`config.mk`:
```
export PLATFORM = sky130hd
export DESIGN_NAME = multicycle_controller
export DESIGN_NICKNAME = d
export VERILOG_FILES = /design/src/rtl/control_pkg.sv /design/src/rtl/alu_decoder.sv /design/src/rtl/multicycle_controller.sv
export SDC_FILE = /design/constraint.sdc
export NUM_CORES = 1
export LEC_CHECK = 0
export CAP_MARGIN = 20
export CORE_MARGIN = 5
export CORE_UTILIZATION = 41
export CTS_BUF_LIST = sky130_fd_sc_hd__clkbuf_8
export CTS_CLUSTER_SIZE = 30
export DETAILED_ROUTE_END_ITERATION = 8
export HOLD_SLACK_MARGIN = 0.02
export PLACE_DENSITY = 0.78
export SETUP_SLACK_MARGIN = 0.02
export SYNTH_ARGS = -nofsm -noshare
export SYNTH_HDL_FRONTEND = slang
export SYNTH_SLANG_ARGS = --single-unit
```
`constraint.sdc`:
```
create_clock -name clk -period 2.6 [get_ports clk]
set_clock_uncertainty 0.05 [all_clocks]
set_input_delay 0.78 -clock clk [delete_from_list [all_inputs] [get_ports clk]]
set_output_delay 0.78 -clock clk [all_outputs]
set_load 0.1 [all_outputs]
```
`src/rtl/control_pkg.sv`:
```
// ---------------------------------------------------------------------------
// control_pkg
// Shared encodings for the multicycle RV32I control path.
//   - state_t     : controller FSM states
//   - OP_*        : supported major opcodes (instr[6:0])
//   - ALU_*       : alu_control codes seen by the ALU
//   - ALUOP_*     : coarse ALU request from the FSM to alu_decoder
//   - SRCA_*, SRCB_*, RES_*, IMM_* : datapath mux select codes
// ---------------------------------------------------------------------------
package control_pkg;

    typedef enum logic [3:0] {
        FETCH,
        DECODE,
        MEMADR,
        MEMREAD,
        MEMWB,
        MEMWRITE,
        EXECUTER,
        EXECUTEI,
        ALUWB,
        BRANCH,
        JAL,
        ILLEGAL
    } state_t;

    // Major opcodes
    localparam logic [6:0] OP_LOAD   = 7'b0000011;
    localparam logic [6:0] OP_STORE  = 7'b0100011;
    localparam logic [6:0] OP_RTYPE  = 7'b0110011;
    localparam logic [6:0] OP_ITYPE  = 7'b0010011;
    localparam logic [6:0] OP_BRANCH = 7'b1100011;
    localparam logic [6:0] OP_JAL    = 7'b1101111;

    // ALU operation codes
    localparam logic [2:0] ALU_ADD = 3'b000;
    localparam logic [2:0] ALU_SUB = 3'b001;
    localparam logic [2:0] ALU_AND = 3'b010;
    localparam logic [2:0] ALU_OR  = 3'b011;
    localparam logic [2:0] ALU_XOR = 3'b100;
    localparam logic [2:0] ALU_SLT = 3'b101;

    // Coarse ALU request from the FSM
    localparam logic [1:0] ALUOP_ADD   = 2'b00;
    localparam logic [1:0] ALUOP_SUB   = 2'b01;
    localparam logic [1:0] ALUOP_FUNCT = 2'b10;

    // ALU operand A select
    localparam logic [1:0] SRCA_PC    = 2'b00;
    localparam logic [1:0] SRCA_OLDPC = 2'b01;
    localparam logic [1:0] SRCA_RS1   = 2'b10;

    // ALU operand B select
    localparam logic [1:0] SRCB_RS2  = 2'b00;
    localparam logic [1:0] SRCB_IMM  = 2'b01;
    localparam logic [1:0] SRCB_FOUR = 2'b10;

    // Result bus select
    localparam logic [1:0] RES_ALUOUT    = 2'b00;
    localparam logic [1:0] RES_RDATA     = 2'b01;
    localparam logic [1:0] RES_ALURESULT = 2'b10;

    // Immediate format select
    localparam logic [1:0] IMM_I = 2'b00;
    localparam logic [1:0] IMM_S = 2'b01;
    localparam logic [1:0] IMM_B = 2'b10;
    localparam logic [1:0] IMM_J = 2'b11;

endpackage

```
`src/rtl/alu_decoder.sv`:
```
// ---------------------------------------------------------------------------
// alu_decoder
// Combinational translation of the FSM's coarse ALU request into the ALU
// operation code.
//   alu_op      in  2 : 00 add, 01 sub, 10 decode from funct fields
//   funct3      in  3 : instr[14:12]
//   op_b5       in  1 : instr[5], distinguishes R-type from I-type
//   funct7b5    in  1 : instr[30]
//   alu_control out 3 : ALU operation code (see control_pkg ALU_*)
// ---------------------------------------------------------------------------
module alu_decoder
    import control_pkg::*;
(
    input  logic [1:0] alu_op,
    input  logic [2:0] funct3,
    input  logic       op_b5,
    input  logic       funct7b5,
    output logic [2:0] alu_control
);

    always_comb begin
        alu_control = ALU_ADD;
        unique case (alu_op)
            ALUOP_ADD: alu_control = ALU_ADD;
            ALUOP_SUB: alu_control = ALU_SUB;
            ALUOP_FUNCT: begin
                case (funct3)
                    // Only R-type with funct7b5 set is a subtract; addi has
                    // no subtract form so op_b5 qualifies it.
                    3'b000:  alu_control = (op_b5 && funct7b5) ? ALU_SUB : ALU_ADD;
                    3'b010:  alu_control = ALU_SLT;
                    3'b100:  alu_control = ALU_XOR;
                    3'b110:  alu_control = ALU_OR;
                    3'b111:  alu_control = ALU_AND;
                    // Every remaining funct3 encoding resolves to add and
                    // never raises the illegal flag.
                    default: alu_control = ALU_ADD;
                endcase
            end
            default: alu_control = ALU_ADD;
        endcase
    end

endmodule

```
`src/rtl/multicycle_controller.sv`:
```
// ---------------------------------------------------------------------------
// multicycle_controller
// Main control FSM of the multicycle RV32I core. Sequences fetch, decode,
// execute, memory and writeback, and drives every datapath enable and mux.
//   clk         in  1 : clock, rising edge
//   reset       in  1 : asynchronous reset, active low (0 = in reset)
//   op          in  7 : instr[6:0]
//   funct3      in  3 : instr[14:12]
//   funct7b5    in  1 : instr[30]
//   zero        in  1 : ALU zero flag of the current cycle
//   mem_ready   in  1 : memory completes the current access this cycle
//   pc_write    out 1 : PC flop enable
//   ir_write    out 1 : IR / old-PC flop enable
//   reg_write   out 1 : register file write enable
//   mem_write   out 1 : memory write strobe
//   adr_src     out 1 : memory address select (0 PC, 1 ALUOut)
//   alu_src_a   out 2 : ALU operand A select
//   alu_src_b   out 2 : ALU operand B select
//   result_src  out 2 : result bus select
//   imm_src     out 2 : immediate format select
//   alu_control out 3 : ALU operation
//   illegal     out 1 : sticky unsupported-opcode flag
// ---------------------------------------------------------------------------
module multicycle_controller
    import control_pkg::*;
(
    input  logic       clk,
    input  logic       reset,
    input  logic [6:0] op,
    input  logic [2:0] funct3,
    input  logic       funct7b5,
    input  logic       zero,
    input  logic       mem_ready,
    output logic       pc_write,
    output logic       ir_write,
    output logic       reg_write,
    output logic       mem_write,
    output logic       adr_src,
    output logic [1:0] alu_src_a,
    output logic [1:0] alu_src_b,
    output logic [1:0] result_src,
    output logic [1:0] imm_src,
    output logic [2:0] alu_control,
    output logic       illegal
);

    state_t     state_q;
    state_t     state_d;

    logic       pc_write_c;
    logic       ir_write_c;
    logic       reg_write_c;
    logic       mem_write_c;
    logic [1:0] alu_op_c;

    // ------------------------------------------------------------------
    // State register
    // ------------------------------------------------------------------
    always_ff @(posedge clk or negedge reset) begin
        if (!reset) begin
            state_q <= FETCH;
        end else begin
            state_q <= state_d;
        end
    end

    // ------------------------------------------------------------------
    // Next-state logic
    // ------------------------------------------------------------------
    always_comb begin
        state_d = state_q;
        unique case (state_q)
            FETCH: begin
                if (mem_ready) begin
                    state_d = DECODE;
                end
            end
            DECODE: begin
                case (op)
                    OP_LOAD,
                    OP_STORE:  state_d = MEMADR;
                    OP_RTYPE:  state_d = EXECUTER;
                    OP_ITYPE:  state_d = EXECUTEI;
                    OP_BRANCH: state_d = BRANCH;
                    OP_JAL:    state_d = JAL;
                    default:   state_d = ILLEGAL;
                endcase
            end
            // Only lw and sw reach MEMADR, so comparing against the store
            // opcode is enough to pick the direction.
            MEMADR:   state_d = (op == OP_STORE) ? MEMWRITE : MEMREAD;
            MEMREAD: begin
                if (mem_ready) begin
                    state_d = MEMWB;
                end
            end
            MEMWB:    state_d = FETCH;
            MEMWRITE: begin
                if (mem_ready) begin
                    state_d = FETCH;
                end
            end
            EXECUTER: state_d = ALUWB;
            EXECUTEI: state_d = ALUWB;
            ALUWB:    state_d = FETCH;
            BRANCH:   state_d = FETCH;
            JAL:      state_d = FETCH;
            // Terminal until reset.
            ILLEGAL:  state_d = ILLEGAL;
            default:  state_d = FETCH;
        endcase
    end

    // ------------------------------------------------------------------
    // Output logic. Everything is a function of state except the fetch
    // handshake (mem_ready) and the branch decision (zero).
    // ------------------------------------------------------------------
    always_comb begin
        pc_write_c  = 1'b0;
        ir_write_c  = 1'b0;
        reg_write_c = 1'b0;
        mem_write_c = 1'b0;
        adr_src     = 1'b0;
        alu_src_a   = SRCA_PC;
        alu_src_b   = SRCB_RS2;
        result_src  = RES_ALUOUT;
        imm_src     = IMM_I;
        alu_op_c    = ALUOP_ADD;
        illegal     = 1'b0;
        unique case (state_q)
            FETCH: begin
                // PC + 4 goes straight from the ALU result into the PC in
                // the same cycle the instruction word is captured.
                alu_src_a  = SRCA_PC;
                alu_src_b  = SRCB_FOUR;
                result_src = RES_ALURESULT;
                ir_write_c = mem_ready;
                pc_write_c = mem_ready;
            end
            DECODE: begin
                // Precompute old-PC + B-immediate into ALUOut so a taken
                // branch can load it in the BRANCH state.
                alu_src_a = SRCA_OLDPC;
                alu_src_b = SRCB_IMM;
                imm_src   = IMM_B;
            end
            MEMADR: begin
                alu_src_a = SRCA_RS1;
                alu_src_b = SRCB_IMM;
                imm_src   = (op == OP_STORE) ? IMM_S : IMM_I;
            end
            MEMREAD: begin
                adr_src = 1'b1;
            end
            MEMWB: begin
                result_src  = RES_RDATA;
                reg_write_c = 1'b1;
            end
            MEMWRITE: begin
                // Strobe stays up for the whole access; the slave samples
                // it on the cycle it raises mem_ready.
                adr_src     = 1'b1;
                mem_write_c = 1'b1;
            end
            EXECUTER: begin
                alu_src_a = SRCA_RS1;
                alu_src_b = SRCB_RS2;
                alu_op_c  = ALUOP_FUNCT;
            end
            EXECUTEI: begin
                alu_src_a = SRCA_RS1;
                alu_src_b = SRCB_IMM;
                imm_src   = IMM_I;
                alu_op_c  = ALUOP_FUNCT;
            end
            ALUWB: begin
                result_src  = RES_ALUOUT;
                reg_write_c = 1'b1;
            end
            BRANCH: begin
                // beq (funct3[0]=0) takes the branch on zero, bne on not zero.
                alu_src_a  = SRCA_RS1;
                alu_src_b  = SRCB_RS2;
                alu_op_c   = ALUOP_SUB;
                result_src = RES_ALUOUT;
                pc_write_c = zero ^ funct3[0];
            end
            JAL: begin
                alu_src_a   = SRCA_OLDPC;
                alu_src_b   = SRCB_FOUR;
                result_src  = RES_ALUOUT;
                reg_write_c = 1'b1;
                pc_write_c  = 1'b1;
            end
            ILLEGAL: begin
                illegal = 1'b1;
            end
            default: begin
                illegal = 1'b0;
            end
        endcase
    end

    alu_decoder u_alu_decoder (
        .alu_op      (alu_op_c),
        .funct3      (funct3),
        .op_b5       (op[5]),
        .funct7b5    (funct7b5),
        .alu_control (alu_control)
    );

    // The state register already sits in FETCH during reset, but FETCH's
    // enables follow mem_ready combinationally, so they must also be masked
    // by reset itself to keep every write suppressed while it is held.
    assign pc_write  = pc_write_c  & reset;
    assign ir_write  = ir_write_c  & reset;
    assign reg_write = reg_write_c & reset;
    assign mem_write = mem_write_c & reset;

endmodule

```
==> results of run 1 <==
logic make-up after synthesis:
| logic type | after synthesis | share of synthesized area [%] |
|---|---|---|
| AND/OR/NAND/NOR | 44 | 44.91 |
| AO/OA/AOI/OAI | 23 | 21.70 |
| buffers and inverters | 14 | 9.245 |
| XOR/XNOR | 4 | 5.284 |
| flip-flops | 4 | 15.09 |
| adder cells (fa/ha/maj) | 2 | 3.773 |
metrics by stage:
step	setup TNS, ns	hold WS (ns)	utilization (%)	instances
CTS	-0.4124	0.6589	95.48	152
global placement	-1.283	0.7839	87.77	144
detailed placement	-1.390	0.8108	87.77	144
floorplan	-1.072	0.4344	-	91
timing repair:
item,4_1_cts
hold endpoints to repair,0
gates resized for setup,43
endpoints found under the setup margin,8
setup buffers,5
pin swaps,8
==> qor.txt, run 1 <==
status: stopped before the end
Exit stage: global routing (5_1_grt)
run-stopping error: [ERROR DPL-0033] detailed placement checks failed during check placement.
Synth Area per Inst: 7.287 sq um
leading area contributor after synthesis: dfrtp_1
H-tree depth: 1
TritonCTS buffer count: 3
Die Span Y: 50.22 um
clk sinks: 4
worst endpoint after global-route timing repair: imm_src[0]
hold buffer count at cts: 0
DP Worst Slack: -0.6274 ns
number of synthesized flops with an enable pin: 0
post-synthesis cell area: 663.1 sq um
cell count after synthesis: 91
Die Width: 50.22 um
Root Driver: clkbuf_8
post-DP HPWL: 1996 um
commonest register cell after synthesis: dfrtp_1
post-synthesis sequential area ratio: 15.09%
PortBufs: 31
kind of the worst endpoint: output port
Clock Path Buffers: 2
Initial Util: 43.51%
Synth cell types: 42
initial antenna violation count: 0
Yosys top cell area share: 15.09%
#FFs+latches synth: 4
ys async rst share: 100.0%
Final GP Congestion: 0.9594
placed cell area: 1338 sq um
largest net degree at the start of global routing: 19
I/O Pins: 32
YS warnings: 0
ranking of synthesized cells by area: dfrtp_1, a21oi_1, and3_1, o21ai_0, nand4bb_4
Synthesized Nets: 108
commonest cells in the netlist: a21oi_1, nor2_1, inv_1, o21ai_0
Rows: 14
==> run 2: changes to the inputs <==
==> config.mk (replaced) <==
export PLATFORM = sky130hd
export DESIGN_NAME = multicycle_controller
export DESIGN_NICKNAME = d
export VERILOG_FILES = /design/src/rtl/control_pkg.sv /design/src/rtl/alu_decoder.sv /design/src/rtl/multicycle_controller.sv
export SDC_FILE = /design/constraint.sdc
export NUM_CORES = 1
export LEC_CHECK = 0
export CAP_MARGIN = 20
export CORE_AREA = 5 5 66 68
export DETAILED_ROUTE_END_ITERATION = 8
export DIE_AREA = 0 0 71 73
export PLACE_DENSITY_LB_ADDON = 0.15
export SYNTH_ARGS = -nofsm -noshare
export SYNTH_HDL_FRONTEND = slang
export SYNTH_SLANG_ARGS = --single-unit
==> qor.txt, run 2 <==
ys async rst share: 100.0%
RSZ-0062 raised after global routing: yes
Synth Area per Inst: 7.287 sq um
first-pass GRT wire length: 3988 um
Max Cap Viol: 0
Net count, final: 155
ranking of synthesized cells by area: dfrtp_1, a21oi_1, and3_1, o21ai_0, nand4bb_4
Fmax: 345.2 MHz
First-pass DRT Iterations: 4
crit share post-route: 111.4%
most frequent cells in the layout: buf_12, buf_4, dlygate4sd2_1, a21oi_1
Starting DRT DRC Count: 42
arrival time at the worst endpoint: 2.07 ns
Crit path required time: 1.77 ns
post-synthesis cell area: 663.1 sq um
flop2flop setup slack: 0.89 ns
final WL: 2340 um
final worst setup slack: -0.2971 ns
storage element area: 100.1 sq um
DR vias: 842
CTS tree: done
max reg flops: 4
final setup violating endpoints: 1
TNS Setup: -0.2971 ns
initial antenna violation count: 0
largest net degree at the start of global routing: 18
CP Capture Type: output port
leading area contributor after synthesis: dfrtp_1
die area: 5183 sq um
post-DP HPWL: 1878 um
H-tree depth: 1
aggregate global routing overflow: 0
Die Width: 71 um
HP Class: input pin to asynchronous set/reset pin
YS warnings: 0
area occupied by multi-input gates: 653.1 sq um
cell count after synthesis: 91
commonest register cell after synthesis: dfrtp_1
# fillers: 403
Clk pin slew, worst setup/hold paths: 0.03 ns
status: complete, but fails checks
post-synthesis sequential area ratio: 15.09%
DRC viols: 0
Die Span Y: 73 um
commonest non-fill, non-tap cell in the layout: buf_12
vias per cell: 4.527
Initial Util: 17.46%
Slew @ Worst Pin: 0.3066 ns
Final GP Congestion: 0.7423
Post-DRT Antenna Nets: 0
Root Driver: clkbuf_8
vias in the first global route: 906
Yosys top cell area share: 15.09%
Rows: 23
Synthesized Nets: 108
I/O Pins: 32
Reg with most FFs: state_q
Final Max Slew Viols: 0
commonest cells in the netlist: a21oi_1, nor2_1, inv_1, o21ai_0
top flop regs: state_q: 4 flops
Rel. slew slack: 79.41%
clk sinks: 4
TritonCTS buffer count: 3
drt wl/cell: 12.58 um
Synth cell types: 42
area grow syn2layout: 125.1%
Worst Path Max Fanout: 2
PortBufs: 31
fin crit period: 2.897 ns
violated checks: setup timing
GRT Overall Usage: 9.719%
number of synthesized flops with an enable pin: 0
startpoint types: input pin
Setup Crit Path Kind: input pin to output port
layout cells sized above 1: 50.74%
Clock Path Buffers: 2
final-report hold violation count: 0
clk_lat worst skew: 0.22 ns
#FFs+latches synth: 4
ANT cells: 0
CORE AREA: 3799 sq um
==> run 2: repair_timing <==
item / 4_1_cts / 5_1_grt
endpoints found under the setup margin: 8 / 5
buffers inserted: 2 / 1
gates resized for setup: 31 / 8
pin swaps: 8 / 1
hold buffers: 0 / 0
==> run 2: worst max-delay path, cell delays in order <==
cell       delay, ns
buf_6           0.09
nand4bb_4       0.21
or4b_4          0.56
nor4_4          0.21
buf_12          0.22
==> run 2: worst paths after layout <==
kind / cells past startpoint / to / startpoint
hold reg to reg: 2 / state_q[2]$_DFFE_PN0P_ / state_q[3]$_DFFE_PN0P_
min in group clk: 2 / state_q[2]$_DFFE_PN0P_ / state_q[3]$_DFFE_PN0P_
setup reg to reg: 6 / state_q[0]$_DFFE_PN0P_ / state_q[1]$_DFFE_PN0P_
setup / recovery: 5 / imm_src[0] / op[3]
hold / removal: 2 / state_q[1]$_DFFE_PN0P_ / reset
max in group asynchronous: 2 / state_q[2]$_DFFE_PN0P_ / reset
==> run 2: logic make-up after synthesis <==
logic type / after synthesis / synth area share (%)
buffers and inverters: 14 / 9.245
AO/OA/AOI/OAI: 23 / 21.70
XOR/XNOR: 4 / 5.284
flip-flops: 4 / 15.09
AND/OR/NAND/NOR: 44 / 44.91
adder cells (fa/ha/maj): 2 / 3.773
==> run 2: layout make-up <==
| class | count | share of cell area (%) |
|---|---|---|
| timing repair buffer | 50 | 41.07 |
| clock buffer | 3 | 2.766 |
| tap | 50 | 4.191 |
| multi-input combinational | 73 | 43.76 |
| inverter | 6 | 1.509 |
| sequential | 4 | 6.706 |
==> run 2: layer usage <==
metal	global-route usage, %	vias to the layer above	wire length [um]
li1	-	422	-
met1	10.72	391	981
met5	0	-	0
met2	17.10	26	1173
met3	3.719	3	161
met4	3.340	0	23
==> run 2: metrics by stage <==
step           instance area (sq um)  setup WS (ns)  util [%]  hold WS (ns)  cells
2_1_floorplan                  783.3        -0.7295         -        0.4344     91
3_3_place_gp                    1405        -0.6295     36.99        0.7255    180
3_5_place_dp                    1405        -0.6193     36.99        0.7301    180
4_1_cts                         1464        -0.4329     38.54        0.5670    185
5_1_grt                         1493        -0.3562     39.30        0.5735    186
6_report                        1493        -0.2971     39.30        0.5619    186
Power of run 2 is left out: the tool's default activity adds up to more than one toggle a clock period on the data nets, which glitch-free logic cannot reach.
